--- src/rtl/jtpang_pkg.sv ---
// Shared types and constants for the object RAM arbiter and its RAM.
package jtpang_pkg;

  typedef enum logic [1:0] {
    IDLE    = 2'd0,
    REQ     = 2'd1,
    GRANT   = 2'd2,
    RELEASE = 2'd3
  } obj_st_e;

  localparam int OBJ_AW = 9;

endpackage

--- src/rtl/jtframe_ram.sv ---
// Single-port RAM with synchronous read; the read returns the pre-write contents.
module jtframe_ram #(
  parameter int aw = 9,
  parameter int dw = 8
) (
  input  logic          clk,
  input  logic [aw-1:0] addr,
  input  logic [dw-1:0] data,
  input  logic          we,
  output logic [dw-1:0] q
);

  logic [dw-1:0] mem [2**aw];

  always_ff @(posedge clk) begin
    if (we) mem[addr] <= data;
    q <= mem[addr];
  end

endmodule

--- src/rtl/jtpang_objram_arb.sv ---
// Object RAM owner on the CPU bus: turns the object engine's busrq into a Z80
// BUSRQ/BUSAK exchange, serves DMA reads while granted, and generates dma_go.
module jtpang_objram_arb
  import jtpang_pkg::*;
#(
  parameter int GO_LEN  = 4,
  parameter int TIMEOUT = 4096,
  parameter int AW      = OBJ_AW
) (
  input  logic          clk,
  input  logic          rst,
  input  logic          pxl_cen,
  input  logic [AW-1:0] cpu_addr,
  input  logic [7:0]    cpu_dout,
  input  logic          cpu_we,
  input  logic          obj_cs,
  output logic [7:0]    cpu_din,
  input  logic          dma_trig,
  output logic          cpu_busrq_n,
  input  logic          cpu_busak_n,
  output logic          dma_go,
  input  logic          busrq,
  output logic          busak_n,
  input  logic [AW-1:0] dma_addr,
  output logic [7:0]    dma_din,
  output logic          err
);

  localparam int TW = $clog2(TIMEOUT);
  localparam int GW = $clog2(GO_LEN + 1);

  // Handshake: the engine holds busrq high for the whole transfer; busak_n
  // goes low only after the CPU has answered BUSRQ with BUSAK, and both sides
  // are released when busrq drops. A new request waits until the CPU lets go.
  obj_st_e       st, st_nx;
  logic          cpu_busrq_nx, busak_nx;
  logic [TW-1:0] tcnt;
  logic [GW-1:0] go_cnt;
  logic          trig_q, rd_ok, grant_q;
  logic [AW-1:0] ram_addr;
  logic          ram_we;
  logic [7:0]    ram_q;

  always_ff @(posedge clk) begin
    if (rst) begin
      st          <= IDLE;
      cpu_busrq_n <= 1'b1;
      busak_n     <= 1'b1;
    end else begin
      st          <= st_nx;
      cpu_busrq_n <= cpu_busrq_nx;
      busak_n     <= busak_nx;
    end
  end

  always_comb begin
    st_nx        = st;
    cpu_busrq_nx = cpu_busrq_n;
    busak_nx     = busak_n;
    case (st)
      IDLE: begin
        if (busrq) begin
          st_nx        = REQ;
          cpu_busrq_nx = 1'b0;
        end
      end
      REQ: begin
        if (!cpu_busak_n) begin
          st_nx    = GRANT;
          busak_nx = 1'b0;
        end else if (!busrq) begin
          st_nx        = RELEASE;
          cpu_busrq_nx = 1'b1;
        end
      end
      GRANT: begin
        if (!busrq) begin
          st_nx        = RELEASE;
          busak_nx     = 1'b1;
          cpu_busrq_nx = 1'b1;
        end
      end
      RELEASE: begin
        cpu_busrq_nx = 1'b1;
        busak_nx     = 1'b1;
        if (cpu_busak_n) st_nx = IDLE;
      end
      default: st_nx = IDLE;
    endcase
  end

  // Timeout saturates at TIMEOUT-1 so err stays set without the count wrapping.
  always_ff @(posedge clk) begin
    if (rst) begin
      tcnt <= '0;
      err  <= 1'b0;
    end else if (st == IDLE) begin
      tcnt <= '0;
    end else if (st == REQ) begin
      if (tcnt == TW'(TIMEOUT - 1)) err  <= 1'b1;
      else                          tcnt <= tcnt + 1'b1;
    end
  end

  always_ff @(posedge clk) begin
    if (rst) begin
      trig_q <= 1'b0;
      go_cnt <= '0;
    end else begin
      trig_q <= dma_trig;
      if (dma_trig && !trig_q && st == IDLE && go_cnt == '0)
        go_cnt <= GW'(GO_LEN);
      else if (go_cnt != '0)
        go_cnt <= go_cnt - 1'b1;
    end
  end

  assign dma_go = (go_cnt != '0);

  // grant_q records who owned the address on the last read so the data is
  // steered to the right port one clock later.
  always_ff @(posedge clk) begin
    if (rst) begin
      rd_ok   <= 1'b0;
      grant_q <= 1'b0;
    end else begin
      rd_ok   <= 1'b1;
      grant_q <= (st == GRANT);
    end
  end

  assign ram_addr = (st == GRANT) ? dma_addr : cpu_addr;
  assign ram_we   = obj_cs & cpu_we & (st != GRANT);

  jtframe_ram #(.aw(AW), .dw(8)) u_ram (
    .clk  (clk),
    .addr (ram_addr),
    .data (cpu_dout),
    .we   (ram_we),
    .q    (ram_q)
  );

  assign cpu_din = !rd_ok ? 8'h00 : (grant_q ? 8'hFF : ram_q);
  assign dma_din = (rd_ok && grant_q) ? ram_q : 8'h00;

  logic unused_ok;
  assign unused_ok = pxl_cen;

endmodule

--- config.mk ---
export PLATFORM = sky130hd
export DESIGN_NAME = jtpang_objram_arb
export DESIGN_NICKNAME = d
export VERILOG_FILES = /design/src/rtl/jtpang_pkg.sv /design/src/rtl/jtframe_ram.sv /design/src/rtl/jtpang_objram_arb.sv
export SDC_FILE = /design/constraint.sdc
export NUM_CORES = 2
export LEC_CHECK = 0
export CAP_MARGIN = 15
export CELL_PAD_IN_SITES_DETAIL_PLACEMENT = 0
export CELL_PAD_IN_SITES_GLOBAL_PLACEMENT = 1
export CORE_MARGIN = 2
export CORE_UTILIZATION = 54
export CTS_CLUSTER_DIAMETER = 120
export DETAILED_ROUTE_END_ITERATION = 16
export HOLD_SLACK_MARGIN = 0.05
export PLACE_DENSITY_LB_ADDON = 0.25
export SLEW_MARGIN = 20
export SYNTH_ARGS = -nofsm -noshare
export SYNTH_HDL_FRONTEND = slang
export SYNTH_SLANG_ARGS = --single-unit
--- constraint.sdc ---
create_clock -name clk -period 4.1 [get_ports clk]
set_input_delay 0.615 -clock clk [delete_from_list [all_inputs] [get_ports clk]]
set_output_delay 0.615 -clock clk [all_outputs]
set_load 0.005 [all_outputs]
==> key figures <==
Status
  • Outcome: complete, no violations

STA
  • Final setup fails: 0
  • RSZ-0062 raised after global routing: true
  • Slew @ Worst Pin: 1.14 ns
  • Fmax: 245 MHz
  • Clk_skew: 0.0794 ns
  • Final period utilization: 99.6%
  • Fin. Hold Viols: 0
  • Max-slew headroom: 23.7%
  • Final min period: 4.08 ns
  • Final slew viol count: 0
  • Final worst-path setup slack: 0.0175 ns

Floorplanning
  • CORE AREA: 294000 µm²
  • Die ar.: 301000 µm²
  • Starting Density: 54.4%
  • DIE HEIGHT: 548 µm
  • I/O pin total: 54
  • Placement Rows: 199
  • Die extent in x: 548 µm

Setup path
  • Worst path max stage delay: 0.36 ns
  • Setup crit start kind: flop
  • Crit path from: st[0]
  • Critical Path AT: 4.86 ns
  • Critical path buffers and inverters: 9
  • Max FO, Critical Path: 11
  • Worst Setup End Kind: flop
  • Cell Chain, Critical Path: inv_2 -> ha_4 -> mux2i_4 -> buf_12 -> buf_8 -> buf_12 -> buf_16 -> buf_12 -> mux2i_1 -> o22ai_2 -> nor4_2 -> buf_4 -> o22ai_1 -> o21ai_2 -> buf_4 -> and4_1 -> buf_4 -> nand4_1
  • WS Path Type: reg2reg
  • Top Family by Delay on Critical Path: buffers and inverters
  • Required @ worst endpoint: 4.87 ns
  • Slowest stage cell on the critical path: dfxtp_1
  • RR Startpoint: st[0]

Clock network
  • Clk_lat worst skew: 0.98 ns
  • CTS Buffer Depth: 4
  • CTS tree: built
  • # hold bufs at CTS: 0
  • CTS Root Buffer Type: clkbuf_16
  • Clock transition at path regs: 0.06 ns
  • Sink Count: 4127
  • H-tree lvl count: 5
  • Num CTS Buffers: 407

Power
  • VDD IR max: 0.000483 V
  • Static Leak: 64.7 nW
  • Pwr Density: 481 nW/µm²
  • Tot Pwr: 89.6 mW

Routing
  • Post-DRT Antenna Nets: 0
  • Routed WL: 412000 µm
  • Avg Vias per Cell: 6.14
  • Starting DRC count in detailed routing: 9878
  • DR vias: 86700
  • 1st-pass router iterations: 6
  • Drt wl/cell: 29.2 µm
  • DRC viols: 0

Logic synthesis
  • Area leader, netlist: edfxtp_1
  • Post-Syn Nets: 8998
  • Synth warnings: 0
  • Post-synth ARST share: 0%
  • Main synth FF type: edfxtp_1
  • Post-Syn Area: 160000 µm²
  • Synth area leaders: edfxtp_1, mux2i_1, o22ai_1
  • Post-synthesis sequential area ratio: 77.3%
  • Top-area cell type share of the netlist area: 76.9%
  • Cells after Synth: 8954
  • Number of library cell types mapped by synthesis: 49
  • Yosys reg bits: 4127
  • Mapped Avg Cell Area: 17.9 µm²
  • EDFF count, synth: 4096

Global route
  • M3 GR Usage: 4.11%
  • M2 GR Usage: 44.0%
  • Initial antenna violation count: 19
  • Vias in the first global route: 85400
  • Total track usage: 26.8%
  • Largest net degree at the start of global routing: 116
  • Total grt overflow: 0
  • Global-route wire length before repair: 588000 µm
  • Most Crowded Layer GR: met2
  • Met1 GRT Util: 37.3%

Layout
  • Commonest non-fill, non-tap cells in the layout: edfxtp_1, mux2i_1, o22ai_1, buf_4, nor2_1
  • Fillers: 20400
  • Commonest non-fill, non-tap cell in the layout: edfxtp_1
  • Layout cells sized above 1: 16.4%
  • P&R area growth vs syn: 16.3%
  • Nets: 9887

Job
  • Max_cap viols: 0

Placed design
  • Post-DP HPWL: 252000 µm
  • Routability cong.: 0.875
  • IO buf count: 52
  • Pre-CTS setup slack: -0.640 ns

Worst hold path
  • HP Class: in2reg
  • HP Start: cpu_dout[7]
[cell usage after synthesis (2+ instances only)]
master	count
nor3b_1	4
nor4_1	153
nand2_1	62
o22ai_1	1053
buf_2	229
inv_1	9
mux2i_1	2055
o21ai_1	3
o21ai_2	5
buf_1	23
nor2b_1	8
or2_2	5
a211oi_1	2
nand3_1	6
a21oi_1	10
dfxtp_1	31
nand4_1	30
and3b_1	3
clkbuf_1	186
a22oi_1	9
edfxtp_1	4096
and4_1	8
o21ai_0	50
nor3_1	37
ha_1	10
mux2_2	4
nor2_1	538
buf_4	84
and3_1	11
o41ai_1	72
o21a_1	8
o22a_1	33
xor2_1	7
o221ai_1	32
buf_6	57
nand2b_1	5
or3_1	4
[worst reg2reg max path: cells and delay by family, from the launching register on]
kind            cells  cell delay [ns]
buf+inv             9             1.53
flops               1             0.36
mux                 2             0.58
compound gates      3             0.44
simple gates        3             0.74
fa+ha+maj           1             0.24
[what timing repair did]
action	CTS	global route
buffers inserted	4	10
gates cloned	0	1
pin swaps	3	6
gates resized for setup	30	43
setup endpoints to repair	8	8
[flip-flops by register name, indices dropped and copies added, names as in the netlist, 2 cells and up]
register,count
go_cnt,3
u_ram.mem,4096
u_ram.q,8
tcnt,12
st,2
[report_power, final]
| group | internal [mW] | total (mW) | leakage [nW] | switching, mW |
|---|---|---|---|---|
| sequential | 46.4 | 46.5 | 37.1 | 0.0774 |
| combinational | 2.61 | 6.64 | 21.3 | 4.03 |
| clock | 20.8 | 36.4 | 6.37 | 15.7 |
| total | 69.8 | 89.6 | 64.7 | 19.8 |
[worst paths after layout]
path / to / slack (ns) / cells past startpoint
worst max register to register: u_ram.q[0] / 0.02 / 18
worst min register to register: go_cnt[0] / 0.47 / 2
worst max-delay path: u_ram.q[0] / 0.02 / 18
worst min-delay path: u_ram.mem[409][7] / 0.11 / 1
[logic make-up after synthesis]
kind of cell,Yosys count,share of synthesized area (%)
AO/OA/AOI/OAI,1287,5.24
XOR/XNOR,8,0.0438
adder cells (fa/ha/maj),10,0.0782
buffers and inverters,588,2.02
flip-flops,4127,77.3
multiplexers,2059,12.9
AND/OR/NAND/NOR,875,2.47
[layout make-up]
type	instances	area, µm²	share of cell area (%)
Inverter	9	33.8	0.0182
Sequential cell	4127	124000	66.4
Tap cell	3919	4900	2.64
Antenna cell	6	15.0	0.00807
Timing Repair Buffer	1059	10700	5.76
Multi-Input combinational cell	4239	33700	18.1
Clock inverter	232	2240	1.21
Clock buffer	519	10800	5.82
[routing by layer]
layer / vias up / wire length [µm]
met3: 648 / 31600
met1: 44500 / 168000
met2: 3548 / 200000
met5: - / 66
met4: 12 / 12100
li1: 37900 / -
[stage by stage]
| step | util [%] | instances | area [µm²] | hold slack [ns] | TNS [ns] |
|---|---|---|---|---|---|
| 2_1_floorplan | - | 8954 | 160000 | 0.437 | 0 |
| 3_3_place_gp | 58.6 | 13300 | 172000 | 0.450 | -3.49 |
| 3_5_place_dp | 58.6 | 13300 | 172000 | 0.464 | -3.58 |
| 4_1_cts | 63.1 | 14100 | 186000 | 0.0842 | 0 |
| 5_1_grt | 63.2 | 14100 | 186000 | 0.112 | -0.0711 |
| 6_report | 63.2 | 14100 | 186000 | 0.109 | 0 |
(Power assumes the default switching activity.)
